File: src/rtl/tape_port_sched.sv
// Tape port scheduler: writes downloaded CDT bytes into SDRAM and prefetches them
// back into a small FIFO for the tape player, one toggle-acknowledged request at a time.
module tape_port_sched #(
    parameter int DEPTH_LOG2 = 2,
    parameter int ADDR_W     = 23
) (
    input  logic              clk_sys,
    input  logic              reset,
    input  logic              dl_active,
    input  logic              dl_wr,
    input  logic [ADDR_W-1:0] dl_addr,
    input  logic [7:0]        dl_data,
    output logic              dl_busy,
    output logic              dl_overrun,
    output logic [ADDR_W-1:0] tape_size,
    input  logic              play_en,
    input  logic              play_rewind,
    input  logic              play_pop,
    output logic [7:0]        play_data,
    output logic              play_valid,
    output logic              play_end,
    output logic [ADDR_W-1:0] sd_addr,
    output logic [7:0]        sd_din,
    output logic              sd_wr,
    output logic              sd_rd,
    input  logic              sd_ack,
    input  logic [7:0]        sd_dout
);

    localparam int DEPTH = 1 << DEPTH_LOG2;
    localparam logic [DEPTH_LOG2:0] DEPTH_CNT = (DEPTH_LOG2 + 1)'(DEPTH);

    typedef enum logic [1:0] {SYNC, IDLE, WR_WAIT, RD_WAIT} state_t;

    state_t                state;
    logic                  ack_prev;
    logic                  dl_active_q;
    logic                  discard;
    logic                  hold_valid;
    logic [ADDR_W-1:0]     hold_addr;
    logic [7:0]            hold_data;
    logic [ADDR_W-1:0]     rd_ptr;
    logic [7:0]            fifo_mem [DEPTH];
    logic [DEPTH_LOG2-1:0] rd_idx;
    logic [DEPTH_LOG2-1:0] wr_idx;
    logic [DEPTH_LOG2:0]   count;

    logic                  complete;
    logic                  dl_rise;
    logic                  flush;
    logic                  wr_go;
    logic                  rd_go;
    logic                  hold_take;
    logic                  dl_direct;
    logic                  hold_load;
    logic                  dl_drop;
    logic                  hold_valid_n;
    logic                  wr_busy_n;
    logic                  rd_busy_n;
    logic                  push;
    logic                  pop;
    logic [ADDR_W-1:0]     wr_end;
    logic [ADDR_W-1:0]     size_n;
    logic [ADDR_W-1:0]     rd_ptr_n;
    logic [DEPTH_LOG2:0]   count_n;
    logic [DEPTH_LOG2-1:0] rd_idx_n;
    logic [DEPTH_LOG2-1:0] wr_idx_n;
    logic [7:0]            head_n;

    // NOTE: every signal gets a value on every path through this block, so no latches form.
    always_comb begin
        complete  = (state != SYNC) && (sd_ack != ack_prev);
        dl_rise   = dl_active && !dl_active_q;
        flush     = dl_rise || play_rewind;

        wr_go     = (state == IDLE) && (hold_valid || dl_wr);
        rd_go     = (state == IDLE) && !wr_go && !flush && play_en && !dl_active
                    && (rd_ptr < tape_size) && (count < DEPTH_CNT);

        // The holding slot is vacated when its byte is issued, so it can refill at once.
        hold_take    = wr_go && hold_valid;
        dl_direct    = wr_go && !hold_valid;
        hold_load    = dl_wr && !dl_direct && (!hold_valid || hold_take);
        dl_drop      = dl_wr && hold_valid && !hold_take;
        hold_valid_n = hold_load || (hold_valid && !hold_take);

        wr_busy_n = wr_go || ((state == WR_WAIT) && !complete);
        rd_busy_n = rd_go || ((state == RD_WAIT) && !complete);

        push = complete && (state == RD_WAIT) && !discard && !flush;
        pop  = play_pop && (count != '0);

        wr_end = sd_addr + ADDR_W'(1);
        size_n = dl_rise ? '0 : tape_size;
        if (complete && (state == WR_WAIT) && (wr_end > size_n))
            size_n = wr_end;

        if (flush) begin
            rd_ptr_n = '0;
            count_n  = '0;
            rd_idx_n = '0;
            wr_idx_n = '0;
        end else begin
            rd_ptr_n = push ? rd_ptr + ADDR_W'(1) : rd_ptr;
            rd_idx_n = pop  ? rd_idx + DEPTH_LOG2'(1) : rd_idx;
            wr_idx_n = push ? wr_idx + DEPTH_LOG2'(1) : wr_idx;
            case ({push, pop})
                2'b10:   count_n = count + (DEPTH_LOG2 + 1)'(1);
                2'b01:   count_n = count - (DEPTH_LOG2 + 1)'(1);
                default: count_n = count;
            endcase
        end

        // A byte pushed into an otherwise empty FIFO becomes the new head directly.
        head_n = (push && (wr_idx == rd_idx_n)) ? sd_dout : fifo_mem[rd_idx_n];
    end

    // NOTE: the FIFO storage has no reset; count and play_valid keep stale entries unobservable.
    always_ff @(posedge clk_sys) begin
        if (push)
            fifo_mem[wr_idx] <= sd_dout;
    end

    // NOTE: all state here uses non-blocking assignments so every register samples pre-edge values.
    always_ff @(posedge clk_sys or posedge reset) begin
        if (reset) begin
            state       <= SYNC;
            ack_prev    <= 1'b0;
            dl_active_q <= 1'b0;
            discard     <= 1'b0;
            hold_valid  <= 1'b0;
            hold_addr   <= '0;
            hold_data   <= '0;
            rd_ptr      <= '0;
            rd_idx      <= '0;
            wr_idx      <= '0;
            count       <= '0;
            dl_busy     <= 1'b0;
            dl_overrun  <= 1'b0;
            tape_size   <= '0;
            play_data   <= '0;
            play_valid  <= 1'b0;
            play_end    <= 1'b1;
            sd_addr     <= '0;
            sd_din      <= '0;
            sd_wr       <= 1'b0;
            sd_rd       <= 1'b0;
        end else begin
            ack_prev    <= sd_ack;
            dl_active_q <= dl_active;

            hold_valid <= hold_valid_n;
            if (hold_load) begin
                hold_addr <= dl_addr;
                hold_data <= dl_data;
            end
            dl_busy <= hold_valid_n || wr_busy_n;

            if (dl_rise)
                dl_overrun <= 1'b0;
            if (dl_drop)
                dl_overrun <= 1'b1;

            tape_size  <= size_n;
            rd_ptr     <= rd_ptr_n;
            rd_idx     <= rd_idx_n;
            wr_idx     <= wr_idx_n;
            count      <= count_n;
            play_valid <= (count_n != '0);
            if (count_n != '0)
                play_data <= head_n;
            play_end   <= (rd_ptr_n == size_n) && (count_n == '0) && !rd_busy_n;

            case (state)
                SYNC: state <= IDLE;
                IDLE: begin
                    if (wr_go) begin
                        state   <= WR_WAIT;
                        sd_wr   <= 1'b1;
                        sd_addr <= hold_valid ? hold_addr : dl_addr;
                        sd_din  <= hold_valid ? hold_data : dl_data;
                    end else if (rd_go) begin
                        state   <= RD_WAIT;
                        sd_rd   <= 1'b1;
                        sd_addr <= rd_ptr;
                    end
                end
                WR_WAIT: begin
                    if (complete) begin
                        state <= IDLE;
                        sd_wr <= 1'b0;
                    end
                end
                RD_WAIT: begin
                    if (complete) begin
                        state   <= IDLE;
                        sd_rd   <= 1'b0;
                        discard <= 1'b0;
                    end else if (flush) begin
                        discard <= 1'b1;
                    end
                end
                default: state <= SYNC;
            endcase
        end
    end

endmodule

File: config.mk
export PLATFORM = sky130hd
export DESIGN_NAME = tape_port_sched
export DESIGN_NICKNAME = d
export VERILOG_FILES = /design/src/rtl/tape_port_sched.sv
export SDC_FILE = /design/constraint.sdc
export NUM_CORES = 1
export LEC_CHECK = 0
export BUFFER_PORTS_ARGS = -buffer_cell sky130_fd_sc_hd__buf_2
export CORE_MARGIN = 4
export CORE_UTILIZATION = 40
export CTS_CLUSTER_DIAMETER = 50
export CTS_CLUSTER_SIZE = 8
export DETAILED_ROUTE_END_ITERATION = 12
export PLACE_DENSITY = 0.64
export SYNTH_ARGS = -nofsm -noshare
export SYNTH_HDL_FRONTEND = slang
export SYNTH_SLANG_ARGS = --single-unit
File: constraint.sdc
create_clock -name clk_sys -period 9 [get_ports clk_sys]
set_clock_uncertainty 0.1 [all_clocks]
set_input_delay 1.35 -clock clk_sys [delete_from_list [all_inputs] [get_ports clk_sys]]
set_output_delay 1.35 -clock clk_sys [all_outputs]
set_load 0.01 [all_outputs]
* Word level (Yosys, flattened, before mapping)
Memory sizes are Yosys's and may differ from the RTL's. A register that Yosys moved wholly into a read port is not among the register bits.
Cells that the tools add are included.
** Operators by class
- $add $sub $neg :: 6
- Order comparisons :: 3
- Eq/ne operators :: 14
- Multiplexer cells :: 30
- Reductions and logical operators :: 61
** Operators with widths (count)
- $mux 23 :: 7
- $add 23x1->23 const B :: 2
- $logic_and 1x1->1 :: 26
- $eq 23x23->1 :: 1
- $gt 23x23->1 :: 1
- $lt 23x23->1 :: 1
- $mux 2 :: 7
- $reduce_bool 2->1 :: 7
- $logic_not 1->1 :: 10
- $mux 1 :: 10
- $ne 2x2->1 const B :: 5
- $mux 8 :: 1
- $reduce_and 2->1 :: 4
- $logic_or 1x1->1 :: 7
- $eq 2x2->1 const B :: 3
- $pmux 2 s3 :: 1
- $pmux 3 s2 :: 1
- $reduce_bool 3->1 :: 2
- $add 2x1->2 const B :: 2
- $eq 2x1->1 const B :: 2
- $pmux 1 s2 :: 2
- $reduce_and 4->1 :: 1
- $add 3x1->3 const B :: 1
- $logic_not 3->1 :: 1
- 9 further kinds :: 9
** Word-level totals
- Register bits after elaboration :: 127
- RAM bits :: 32
- Bits of input ports :: 47
- Output and inout bits :: 68
- Word-level logic and storage cells :: 135
- Memories kept :: 1
** Memories
- fifo_mem :: depth 4, bits a word 8, read ports 1, clocked after Yosys merged registers in 1, wr ports 1, line 43 : logic [7:0] fifo_mem [DEPTH];

* Depth between registers and ports, before layout
- Depth after elaboration :: 12
- Gate-level depth with buffers :: 17
- Gate-level depth less buffers :: 15

* Worst setup path after synthesis
No wires, ideal clock.
- Kind :: input-to-reg
- Start :: input dl_active
- End :: register play_end
- Library setup time :: 90 ps
- Data arrival time :: 4303 ps
- Required time :: 8810 ps
- Slack :: 4507 ps
- Stages on the path :: 16
- Path buffers :: 4
- Cells stage by stage :: or2b_2 > buf_2 > buf_4 > nand2_1 > ha_1 > nand4_1 > nor4_2 > o21ai_1 > o211ai_1 > buf_2 > buf_2 > nand3_1 > o211a_1 > nor4_1 > nand4_1 > nor4_2
** Between the ends
- Cells in the longest elaborated chain, start to end :: 11
- Elaborated cells on any way between the ends :: 26
- Those cells by class :: order compare (1); eq/ne (3); mux (6); reduce/logical (16)
** RTL lines
- from (decl) :: line 9 : input logic dl_active,
- parallel branches: the longest is 10 deep, another holds $gt 23x23->1
- $logic_and 1x1->1 (*) :: line 172 : play_end <= (rd_ptr_n == size_n) && (count_n == '0) && !rd_busy_n;
- to (signal assigned) :: line 172
- to (decl) :: line 21 : output logic play_end,
Mark *: on every way between the ends.
A chain may end at the register's enable or synchronous reset.

* Final worst setup path
- Start :: register sd_addr[0]
- End :: register play_end
** Between the ends
- Cells in the longest elaborated chain, start to end :: 7
** RTL lines
- from (decl) :: line 22 : output logic [ADDR_W-1:0] sd_addr,
- from (signal assigned) :: line 180 : sd_addr <= hold_valid ? hold_addr : dl_addr;
- from (signal assigned) :: line 185 : sd_addr <= rd_ptr;
- $add 23x1->23 (*) :: line 93 : wr_end = sd_addr + ADDR_W'(1);
- $gt 23x23->1 :: line 95 : if (complete && (state == WR_WAIT) && (wr_end > size_n))
- $logic_and 1x1->1 :: line 95
- $mux 23 (*) :: line 95
- named net size_n[0] :: line 63 : logic [ADDR_W-1:0] size_n;
- $eq 23x23->1 (*) :: line 172
- $logic_and 1x1->1 (*) (2 in series) :: line 172
The timed path passes the listed nets; every way through them passes the cells marked *.

==> impl_metrics.ini <==
[synthesis]
avgSynthCellArea_um2 = 9.87
synthCells = 970
syn_nets = 1070
ys.flop_type = dfrtp_1
synth-seq-cells = 167
synth_cell_types = 70
synth-async-reset-ratio_pct = 80.8
syn_area_um2 = 9580
yosys_warnings = 0
synth-edff-count = 32
seq_area_frac_synth_pct = 45.3

[final_layout]
fin_area_um2 = 11000
diodes = 0
n_fill_cell = 2270
utilization_pct = 46.9
seqCellArea_um2 = 4340
drive_gt1_share_pct = 20.9
multi_input_area_um2 = 4870
nNetsFinal = 1171
area_growth_pct = 15.4

[timing]
whs_ps = 376
finalHoldViolCount = 0
rsz0062_at_grt = no
relSlewSlack_pct = 19.8
tns_ps = 0
fin_crit_sh_pct = 63.5
fin_crit_ps = 5710
finalMaxSlewViolations = 0
setup_violations = 0
max_freq_ghz = 0.175
worst_pin_slew_ps = 1200

[floorplanning]
initial_utilization_pct = 40.7
core_um2 = 23500
num_rows = 56
die_w_um = 163
die-area_um2 = 26500
io_pins = 115
dieHeight_um = 163

[grt]
grt_pass1_wl_um = 42500
grt-ovfl-total = 0
antenna_found_initial = 2
grt_start_max_net_pins = 78
grt_pass1_vias = 7616
grt_usage_pct = 20.5

[critical_path]
cp_max_fo = 17
max_stage_delay_ps = 970
end_kind = flip-flop
r2r_slack_ps = 3290
crit_type = flip-flop to flip-flop
crit_arrival_ps = 5950
worstPathRequired_ps = 9240
start_kind = flip-flop
cp_slowest_cell = a211oi_2
path_cells = ha_1 > nand3_1 > nor3_1 > nand4_1 > xnor2_1 > ha_1 > nand4_1 > nor4_2 > a211oi_2 > nand2_1 > a21o_1 > a2111oi_1 > nand4b_1 > nor4_2

[clock_network]
clockBufferDepth = 2
insertion_delay_ps = 430
holdBufCountCts = 0
cts_root_buffer = clkbuf_16
post_cts_resized = 0
cts_made_buffers = 17
htreeDepth = 4
cts_tree = yes
postCtsSetupBuffers = 0
clkTransAtPathRegs_ps = 70
cts_sinks = 167

[flow_run]
cap_violations = 0

[power]
vdd_ir_drop_max_mv = 0.166
powerDensity_nw_per_um2 = 326
totalPowerFinal_mw = 3.61
power_leakage_nw = 4.78

[detailed_routing]
first_pass_iters = 5
vias_per_cell = 5.51
drc = 0
wirelength_um = 26700
detail-route-antenna-nets = 0
wl_per_cell_um = 19.0
first_iter_violations = 548
vias = 7724

[placement]
place_area_um2 = 10400
place_congestion = 0.930
place_hpwl_um = 19900
io_buffers = 114

[status]
status = completed

[min_path]
min_path_type = flip-flop to flip-flop
[cells in the final DEF, fill, tap and decap left out, drive strengths merged, types with 17 or more instances in the layout]
master,netlist,routed
clkbuf,30,17
nand2b,27,27
a211oi,25,25
dfrtp,134,134
inv,43,51
o21ai,54,54
nor2,56,56
edfxtp,32,32
nand4,19,19
nand3b,23,23
nor3,18,18
nand3,29,29
xor2,20,20
nand2,91,91
buf,15,127
mux2,37,37
a21oi,89,89
ha,52,52
xnor2,35,35
[stage by stage]
stage	worst slack (ps)	std cells
global placement	3220	1371
global route	2900	1403
floorplan	3940	970
finish	3290	1403
detailed placement	3210	1371
CTS	3380	1403
[final timing paths]
path	start	end	cells after the start
min in group asynchronous	reset	hold_data[6]	2
hold reg to reg	play_data[7]	play_data[7]	2
max in group asynchronous	reset	tape_size[9]	3
setup reg to reg	sd_addr[0]	play_end	14
hold / removal	play_data[7]	play_data[7]	2
setup / recovery	sd_addr[0]	play_end	14
[power by group]
part | internal [mW] | switching, mW | total (mW) | leakage [nW]
sequential | 1.01 | 0.218 | 1.22 | 1.98
clock | 0.400 | 0.347 | 0.747 | 0.289
combinational | 0.666 | 0.969 | 1.63 | 2.51
[synth_stat cells, types with 5 or more instances]
| master | count | share of area, % |
|---|---|---|
| dfrtp_1 | 134 | 35 |
| nand2_1 | 90 | 3.5 |
| a21oi_1 | 85 | 4.4 |
| nor2_1 | 54 | 2.1 |
| ha_1 | 52 | 6.8 |
| o21ai_0 | 52 | 2.7 |
| inv_1 | 43 | 1.7 |
| mux2_2 | 37 | 4.4 |
| xnor2_1 | 34 | 3.1 |
| edfxtp_1 | 32 | 10 |
| clkbuf_1 | 29 | 1.1 |
| nand3_1 | 28 | 1.5 |
| nand2b_1 | 27 | 1.8 |
| a211oi_1 | 24 | 1.9 |
| nand3b_1 | 23 | 1.8 |
| xor2_1 | 20 | 1.8 |
| nand4_1 | 19 | 1.2 |
| nor3_1 | 17 | 0.89 |
| o22ai_1 | 16 | 1.0 |
| a21o_1 | 15 | 1.2 |
| mux2i_1 | 13 | 1.4 |
| and3_1 | 12 | 0.78 |
| nor2b_1 | 10 | 0.65 |
| nor4_1 | 9 | 0.59 |
| o211a_1 | 8 | 0.84 |
| buf_2 | 7 | 0.37 |
| o31ai_1 | 5 | 0.39 |
| or3_1 | 5 | 0.33 |
[cell type report]
cell class | instances | area share [%]
multi-input cells | 715 | 44.1
flip-flops and latches | 167 | 39.3
repair buffers | 127 | 6.05
clock buffers | 17 | 3.85
well taps | 319 | 3.61
clock inverters | 15 | 1.64
inverters | 43 | 1.51
[state kept, by name, summed over array words and instances (netlist names), 2 cells and up]
signal     count
state          2
hold_addr     23
wr_idx         2
rd_idx         2
fifo_mem      32
tape_size     23
hold_data      8
rd_ptr        23
sd_din         8
sd_addr       23
play_data      8
count          3
[cell families after synthesis]
logic type / share of synthesized area, %
adders and majority gates: 7.00
and+or+nand+nor: 18.3
muxes: 5.71
DFF: 45.3
AOI/OAI and AO/OA: 14.7
xor gates and xnor gates: 5.11
buffers and inverters: 3.88
[worst max-delay path, delay by kind of cell, from the launching register on]
kind	cells	cell delay, ps
AO/OA/AOI/OAI	3	1730
adder cells (fa/ha/maj)	2	570
AND/OR/NAND/NOR	8	2360
XOR/XNOR	1	340
flip-flops	1	520
[per-layer routing]
| layer | track usage, % | share of wire (%) | vias to the layer above | wire [um] |
|---|---|---|---|---|
| met4 | 5.49 | 1.3 | 0 | 354 |
| met1 | 30.1 | 48 | 3778 | 12800 |
| li1 | - | - | 3699 | - |
| met5 | 0 | 0 | - | 0 |
| met3 | 5.80 | 7.3 | 23 | 1940 |
| met2 | 29.7 | 43 | 224 | 11600 |
Power figures use the tool's default switching activity.
